<file path="src/rtl/hamming_pkg.sv">
`default_nettype none
// ============================================================================
//  Module   : hamming_pkg
//  Purpose  : Shared Hamming(12,8) constants, receiver state type and the
//             syndrome helper used by the encoder/decoder family.
//  Revision : 1.0 - initial release
// ============================================================================
package hamming_pkg;

    localparam int HAM_N = 12;
    localparam int HAM_K = 8;
    localparam int HAM_P = 4;

    // Hamming positions (1-based), packed 4 bits per entry, entry 0 in the LSBs
    localparam logic [HAM_P*4-1:0] c_PARITY_POS = {4'd8, 4'd4, 4'd2, 4'd1};
    localparam logic [HAM_K*4-1:0] c_DATA_POS   = {4'd12, 4'd11, 4'd10, 4'd9,
                                                   4'd7,  4'd6,  4'd5,  4'd3};

    typedef enum logic [1:0] {
        ST_IDLE   = 2'd0,
        ST_SHIFT  = 2'd1,
        ST_DECODE = 2'd2
    } rx_state_e;

    function automatic logic [3:0] ham_syndrome(input logic [HAM_N-1:0] word);
        logic [3:0] s;
        s = '0;
        for (int j = 0; j < HAM_N; j++) begin
            if (word[j]) s = s ^ 4'(j + 1);
        end
        return s;
    endfunction

endpackage
`default_nettype wire

</file>
<file path="src/rtl/hamming_correct.sv">
`default_nettype none
// ============================================================================
//  Module   : hamming_correct
//  Purpose  : Combinational syndrome check, single-bit correction and data
//             extraction for one Hamming(12,8) codeword.
//  Revision : 1.0 - initial release
// ============================================================================
module hamming_correct
    import hamming_pkg::*;
(
    input  logic [HAM_N-1:0] i_word,
    output logic [HAM_K-1:0] o_data,
    output logic [3:0]       o_syndrome,
    output logic             o_corrected,
    output logic             o_uncorrectable
);

    logic [3:0]       w_syn;
    logic [HAM_N-1:0] w_fixed;

    always_comb begin
        w_syn           = ham_syndrome(i_word);
        w_fixed         = i_word;
        o_corrected     = (w_syn != 4'd0) && (w_syn <= 4'(HAM_N));
        o_uncorrectable = (w_syn > 4'(HAM_N));
        // Syndromes past the last position cannot name a bit: data passes raw
        if (o_corrected) w_fixed[w_syn - 4'd1] = ~i_word[w_syn - 4'd1];
        o_data = '0;
        for (int i = 0; i < HAM_K; i++) begin
            o_data[i] = w_fixed[c_DATA_POS[i*4 +: 4] - 4'd1];
        end
        o_syndrome = w_syn;
    end

endmodule
`default_nettype wire

</file>
<file path="src/rtl/hamming_serial_rx.sv">
`default_nettype none
// ============================================================================
//  Module   : hamming_serial_rx
//  Purpose  : Bit-serial Hamming(12,8) receiver with correction, one-entry
//             valid/ready output holding register and saturating counters.
//  Revision : 1.0 - initial release
// ============================================================================
module hamming_serial_rx
    import hamming_pkg::*;
#(
    parameter int CNT_W = 16
)
(
    input  logic             clk,
    input  logic             rst,
    input  logic             sin,
    input  logic             sin_valid,
    input  logic             frame_start,
    output logic [HAM_K-1:0] dout,
    output logic             dout_valid,
    input  logic             dout_ready,
    output logic             err_corrected,
    output logic             err_uncorrectable,
    output logic [3:0]       syndrome,
    output logic             overrun,
    output logic [CNT_W-1:0] corr_count,
    output logic [CNT_W-1:0] uncorr_count
);

    localparam logic [CNT_W-1:0] c_CNT_ONE = {{(CNT_W-1){1'b0}}, 1'b1};

    rx_state_e        r_state_q, w_state_d;
    logic [HAM_N-1:0] r_shift_q, w_shift_d;
    logic [3:0]       r_cnt_q, w_cnt_d;
    logic [HAM_K-1:0] r_dout_q, w_dout_d;
    logic             r_valid_q, w_valid_d;
    logic             r_corr_flag_q, w_corr_flag_d;
    logic             r_uncorr_flag_q, w_uncorr_flag_d;
    logic [3:0]       r_syn_q, w_syn_d;
    logic             r_overrun_q, w_overrun_d;
    logic [CNT_W-1:0] r_corr_cnt_q, w_corr_cnt_d;
    logic [CNT_W-1:0] r_uncorr_cnt_q, w_uncorr_cnt_d;

    logic [HAM_K-1:0] w_data;
    logic [3:0]       w_syn;
    logic             w_corr;
    logic             w_uncorr;

    hamming_correct u_correct (
        .i_word          (r_shift_q),
        .o_data          (w_data),
        .o_syndrome      (w_syn),
        .o_corrected     (w_corr),
        .o_uncorrectable (w_uncorr)
    );

    always_comb begin
        w_state_d       = r_state_q;
        w_shift_d       = r_shift_q;
        w_cnt_d         = r_cnt_q;
        w_dout_d        = r_dout_q;
        w_valid_d       = r_valid_q;
        w_corr_flag_d   = r_corr_flag_q;
        w_uncorr_flag_d = r_uncorr_flag_q;
        w_syn_d         = r_syn_q;
        w_overrun_d     = r_overrun_q;
        w_corr_cnt_d    = r_corr_cnt_q;
        w_uncorr_cnt_d  = r_uncorr_cnt_q;

        if (r_valid_q && dout_ready) w_valid_d = 1'b0;

        unique case (r_state_q)
            ST_IDLE: begin
                if (sin_valid && frame_start) begin
                    w_shift_d = {{(HAM_N-1){1'b0}}, sin};
                    w_cnt_d   = 4'd1;
                    w_state_d = ST_SHIFT;
                end
            end
            ST_SHIFT: begin
                if (sin_valid) begin
                    // A fresh frame_start abandons the partial word silently
                    if (frame_start) begin
                        w_shift_d = {{(HAM_N-1){1'b0}}, sin};
                        w_cnt_d   = 4'd1;
                    end else begin
                        w_shift_d[r_cnt_q] = sin;
                        w_cnt_d            = r_cnt_q + 4'd1;
                        if (r_cnt_q == 4'(HAM_N - 1)) w_state_d = ST_DECODE;
                    end
                end
            end
            ST_DECODE: begin
                w_state_d = ST_IDLE;
                w_cnt_d   = 4'd0;
                if (!r_valid_q || dout_ready) begin
                    w_dout_d        = w_data;
                    w_valid_d       = 1'b1;
                    w_corr_flag_d   = w_corr;
                    w_uncorr_flag_d = w_uncorr;
                    w_syn_d         = w_syn;
                end else begin
                    w_overrun_d = 1'b1;
                end
                // Statistics count every decoded word, including dropped ones
                if (w_corr && !(&r_corr_cnt_q))
                    w_corr_cnt_d = r_corr_cnt_q + c_CNT_ONE;
                if (w_uncorr && !(&r_uncorr_cnt_q))
                    w_uncorr_cnt_d = r_uncorr_cnt_q + c_CNT_ONE;
            end
            default: w_state_d = ST_IDLE;
        endcase
    end

    always_ff @(posedge clk) begin
        if (rst) begin
            r_state_q       <= ST_IDLE;
            r_shift_q       <= '0;
            r_cnt_q         <= '0;
            r_dout_q        <= '0;
            r_valid_q       <= 1'b0;
            r_corr_flag_q   <= 1'b0;
            r_uncorr_flag_q <= 1'b0;
            r_syn_q         <= '0;
            r_overrun_q     <= 1'b0;
            r_corr_cnt_q    <= '0;
            r_uncorr_cnt_q  <= '0;
        end else begin
            r_state_q       <= w_state_d;
            r_shift_q       <= w_shift_d;
            r_cnt_q         <= w_cnt_d;
            r_dout_q        <= w_dout_d;
            r_valid_q       <= w_valid_d;
            r_corr_flag_q   <= w_corr_flag_d;
            r_uncorr_flag_q <= w_uncorr_flag_d;
            r_syn_q         <= w_syn_d;
            r_overrun_q     <= w_overrun_d;
            r_corr_cnt_q    <= w_corr_cnt_d;
            r_uncorr_cnt_q  <= w_uncorr_cnt_d;
        end
    end

    assign dout              = r_dout_q;
    assign dout_valid        = r_valid_q;
    assign err_corrected     = r_corr_flag_q;
    assign err_uncorrectable = r_uncorr_flag_q;
    assign syndrome          = r_syn_q;
    assign overrun           = r_overrun_q;
    assign corr_count        = r_corr_cnt_q;
    assign uncorr_count      = r_uncorr_cnt_q;

endmodule
`default_nettype wire

</file>
<file path="config.mk">
export PLATFORM = sky130hd
export DESIGN_NAME = hamming_serial_rx
export DESIGN_NICKNAME = d
export VERILOG_FILES = /design/src/rtl/hamming_pkg.sv /design/src/rtl/hamming_correct.sv /design/src/rtl/hamming_serial_rx.sv
export SDC_FILE = /design/constraint.sdc
export NUM_CORES = 1
export LEC_CHECK = 0
export BUFFER_PORTS_ARGS = -buffer_cell sky130_fd_sc_hd__clkbuf_2
export CAP_MARGIN = 10
export CELL_PAD_IN_SITES_DETAIL_PLACEMENT = 0
export CELL_PAD_IN_SITES_GLOBAL_PLACEMENT = 2
export CORE_ASPECT_RATIO = 1.5
export CORE_MARGIN = 5
export CORE_UTILIZATION = 30
export DETAILED_ROUTE_END_ITERATION = 10
export GPL_TIMING_DRIVEN = 0
export PLACE_DENSITY = 0.72
export REMOVE_ABC_BUFFERS = 1
export SKIP_CTS_REPAIR_TIMING = 1
export SLEW_MARGIN = 30
export SYNTH_ARGS = -nofsm -noshare
export SYNTH_HDL_FRONTEND = slang
export SYNTH_SLANG_ARGS = --single-unit
</file>
<file path="constraint.sdc">
create_clock -name clk -period 4.4 [get_ports clk]
set_input_delay 0 -clock clk [delete_from_list [all_inputs] [get_ports clk]]
set_output_delay 0 -clock clk [all_outputs]
set_load 0.05 [all_outputs]
</file>
[Word level (Yosys, flattened, before mapping)]
Index checks and enable logic that the tools add are counted.
Storage, ports and cells
  input bits: 6
  logic and storage cells: 102
  memory bits (read-only): 0
  output and inout port bits: 48
  memories: 0
  flip-flop bits (word level): 66
  memory bits (writable): 0
  bits in latches: 0
Cells by class
  multiplexer cells: 37
  $mul: 0
  reductions and logical operators: 24
  $add $sub $neg: 4
  bitwise logic cells: 13
  shift operators: 0
  div/mod/pow operators: 0
  equal/unequal tests: 7
  order comparisons: 6
Operators with widths (count)
  $mux 12: 4
  $add 16x1->16 const B: 2
  $mux 4: 8
  $reduce_and 16->1: 2
  $bwmux 12: 2
  $pmux 12 s2: 1
  $mux 2: 6
  $mux 3: 4
  $not 2->2: 6
  $pmux 4 s3: 1
  $lt 4x5->1 const B: 2
  $demux 1 s4: 2
  $ge 4x1->1 const B: 2
  $ne 2x2->1 const B: 4
  $reduce_and 2->1: 4
  $logic_and 1x1->1: 7
  $mux 1: 7
  $not 3->3: 2
  $reduce_and 3->1: 2
  $add 4x1->4 const B: 1
  $bmux 1 s4: 1
  $eq 4x4->1 const B: 1
  $gt 4x4->1 const B: 1
  $le 4x4->1 const B: 1
  other kinds (13): 18

[Longest topological paths before layout]
  word-level depth: 27
  depth in mapped cells: 12
  mapped depth without buffers: 9

[Cells and area by module]
Synthesis repeated with hierarchy kept, for this count alone.
Second synthesis, totals
  cell total of the unflattened synthesis: 495
  area total of the unflattened synthesis: 4141.5 um^2
By module, submodules not included
  hamming_serial_rx: area an instance 3259.4 um^2, cells an instance 394, sequential area each 1321.3 um^2, instances 1
  hamming_correct: area an instance 882.1 um^2, cells an instance 101, sequential area each 0.0 um^2, instances 1

[Least setup slack after synthesis]
Ideal clock, no wire load.
  kind: flip-flop to flip-flop
  from: register r_shift_q[6]
  to: register r_dout_q[1] (netlist: dout[1])
  setup time: 149 ps
  clock period less this slack: 3069 ps
  data required time: 4251 ps
  data arrival time: 2920 ps
  stages on the path, launching flop included: 11
  path slack: 1331 ps
  path buffers: 2
  cell sequence: dfxtp_1 buf_6 xor2_2 xnor3_2 ha_1 clkbuf_1 xnor2_1 xor2_1 or2_2 o311ai_0 o221ai_1
Between the ends
  longest elaborated chain between the ends: 15
  elaborated cells on any way between the ends: 24
  classes of those cells: add/sub: 1; order compare: 3; mux: 12; bitwise: 5; reduce/logical: 3
RTL lines
  start: declaration: line hamming_serial_rx.sv:33  | logic [HAM_N-1:0] r_shift_q, w_shift_d;
  start signal: assignment: line hamming_serial_rx.sv:130  | r_shift_q <= w_shift_d;
  $mux 3: line hamming_pkg.sv:29  | if (word[j]) s = s ^ 4'(j + 1);
  $mux 4: line hamming_pkg.sv:29
  $not 2->2 (no source line) or $mux 4 (tied branches)
  $mux 4 or $not 2->2 (tied branches)
  $mux 4: line hamming_pkg.sv:29
  $not 3->3 (no source line)
  $mux 4 (2 in series): line hamming_pkg.sv:29
  $sub 4x1->4: line hamming_correct.sv:27  | if (o_corrected) w_fixed[w_syn - 4'd1] = ~i_word[w_syn - 4'd1];
  $lt 4x5->1 (not written as such) or $ge 4x1->1 (tied branches): line hamming_correct.sv:27
  $logic_and 1x1->1 (not written as such): line hamming_correct.sv:27
  $mux 1 (not written as such): line hamming_correct.sv:27
  $demux 1 s4
  $bwmux 12: line hamming_correct.sv:27
  $mux 12 (*): line hamming_correct.sv:27
  end signal: assignment: line hamming_serial_rx.sv:132  | r_dout_q <= w_dout_d;
  end: declaration: line hamming_serial_rx.sv:35  | logic [HAM_K-1:0] r_dout_q, w_dout_d;
Every way passes the cells marked *; elsewhere a longest branch is shown, timed or not. The select of a mux whose other input is x is not followed.
A chain may end at the register's enable or synchronous reset.

[Worst setup path in the final report]
  from: register r_shift_q[6]
  to: register r_dout_q[2] (netlist: dout[2])
The elaborated chain is that of the path after synthesis.

==> impl_metrics.ini <==
[synthesis]
synth_area_leader_cell = dfxtp_1
yosys_warnings = 0
synth_area_per_cell_sq_um = 8.44
synth_top_area_share = 0.350
synth_edf_count = 0
synthFlopType = dfxtp_1
synthTopCellsByArea = dfxtp_1, nor2_1, xor2_1
synth_seq_area_share = 0.350
async_reset_ff_frac = 0
synth.distinct_cells = 54
postSynthCellCount = 447
ys_seq_elements = 66
synthesis.area_sq_um = 3770

[placement]
gp_congestion = 0.775
dp.cells = 636
place_area_sq_um = 4140
hpwl_um = 7080
numPortBuffers = 53

[sta]
hold_violations = 0
maxSlewViolCount = 0
rsz0062_at_grt = no
period_share = 0.822
fin_crit_ps = 3620
final.setup.tns_ps = 0
fmax_mhz = 276
clock_skew_ps = 11.0
whs_ps = 62.4
max_slew_margin = 0.431
worst_pin_slew_ps = 843
setup_viol = 0

[finish]
areaGrowthSynthToFinish_pct = 18.8
final_cell_area_sq_um = 4480
mostFrequentLayoutCell = dfxtp_1
seqCellArea_sq_um = 1320
antennaDiodeCount = 0
fill_cells = 1348
layout.cells.non_filler = 653
multiInputGateArea_sq_um = 2290
layout_common_cells = dfxtp_1, nor2_1, clkbuf_2, nand2_1, a21oi_1
fin_nets = 514
drive_above_1_share = 0.171

[setup_path]
cp.arrival_ps = 3790
crit_buf_inv = 0
worstPathCellList = xor2_2 -> xnor3_2 -> ha_1 -> xnor2_1 -> xor2_1 -> or2_2 -> o311ai_0 -> o221ai_1
endpoint_kind = flop
critPathKind = flop to flop
cp-start-kind = flop
crit_family = XOR/XNOR gates
crit_path_max_fanout = 10
required_ps = 4570
cpPeakStageDelay_ps = 750
crit_slowest_cell = o311ai_0

[global_route]
grt.overflow.total = 0
grt_usage = 0.134
grt_pass1_vias = 3188
antenna_found_initial = 0
grt_max_degree = 43
grt_pass1_wl_um = 16100

[die]
fp-row-count = 50
fp.dieW_um = 102
dieArea_sq_um = 15000
io_pins = 54
start_util = 0.305
die_height_um = 147
core-area_sq_um = 12400

[cts]
path_clk_slew_ps = 50
cts_tree = yes
cts_buffer_depth = 2
cts_sinks = 66
numCtsBuffers = 9
clock_latency_ps = 340
h-tree-depth = 3
clock-root-buffer = clkbuf_16

[detailed_routing]
drtAntennaViolNets = 0
drc = 0
via_per_inst = 4.96
first_pass_iters = 4
dr_total_vias = 3238
drt_iter0_markers = 123
finalWirelength_um = 9510
wl_per_cell_um = 14.6

[hold_path]
hp-class = primary input to flop

[flow_run]
maxCapViolCount = 0

[pwr]
power.leakage_nw = 1.80
power_density_nw_per_um2 = 329
ir_drop_mv = 0.171
p_total_mw = 1.48

[outcome]
status = complete, no violations
-- flip-flops by register name, summed over array words and instances, names as in the netlist --
signal	flops
r_state_q	2
r_cnt_q	4
corr_count	16
syndrome	4
uncorr_count	16
err_corrected	1
dout_valid	1
dout	8
r_shift_q	12
err_uncorrectable	1
overrun	1
-- routing by layer --
layer,GRT usage,wire length [um],up-vias
li1,-,-,1654
met1,0.158,4050,1529
met2,0.238,5050,46
met3,0.0190,252,9
met4,0.0559,158,0
met5,0,0,-
-- final timing paths --
check	from	end	slack (ps)	depth (start not counted)
min reg2reg	syndrome[2]$_SDFFE_PP0P_	syndrome[2]$_SDFFE_PP0P_	450	2
min	frame_start	r_cnt_q[1]$_SDFFE_PP0P_	60	4
max	r_shift_q[6]$_SDFFE_PP0P_	dout[2]$_SDFFE_PP0P_	780	8
max reg2reg	r_shift_q[6]$_SDFFE_PP0P_	dout[2]$_SDFFE_PP0P_	780	8
-- per-stage QoR --
stage          worst slack (ps)  utilization
2_1_floorplan              1330            -
3_3_place_gp                748        0.333
3_5_place_dp                797        0.335
4_1_cts                     785        0.361
5_1_grt                     497        0.362
6_report                    782        0.362
-- worst register-to-register path, stage by stage (launching register included) --
cell,delay (ps)
dfxtp_1,560
xor2_2,210
xnor3_2,570
ha_1,380
xnor2_1,310
xor2_1,130
or2_2,320
o311ai_0,750
o221ai_1,230
-- Yosys cell counts, types with 10 or more instances --
library cell,count
a21oi_1,39
and3_1,14
clkbuf_1,13
dfxtp_1,66
ha_1,16
inv_1,14
nand2_1,43
nand3_1,20
nand4_1,10
nor2_1,56
o21ai_0,21
xnor2_1,21
xor2_1,23
-- logic make-up after synthesis --
kind of cell | share of synthesized area
buffers and inverters | 0.0438
adder cells (fa/ha/maj) | 0.0530
AND/OR/NAND/NOR | 0.244
flip-flops | 0.350
XOR/XNOR | 0.139
multiplexers | 0.0143
AO/OA/AOI/OAI | 0.156
-- power by group --
| group | leakage (nW) | switching, mW | internal (mW) | total, mW |
|---|---|---|---|---|
| clock network | 0.159 | 0.273 | 0.512 | 0.785 |
| registers | 0.532 | 0.00361 | 0.601 | 0.604 |
| logic | 1.11 | 0.0569 | 0.0311 | 0.0879 |
-- final cells by class --
type | count | share of cell area
multi-input cells | 346 | 0.510
flip-flops and latches | 66 | 0.295
repair buffers | 55 | 0.0664
clock buffers | 10 | 0.0533
well taps | 156 | 0.0435
clock inverters | 6 | 0.0201
inverters | 14 | 0.0117
Note: power is estimated with default switching activity, not from simulation.
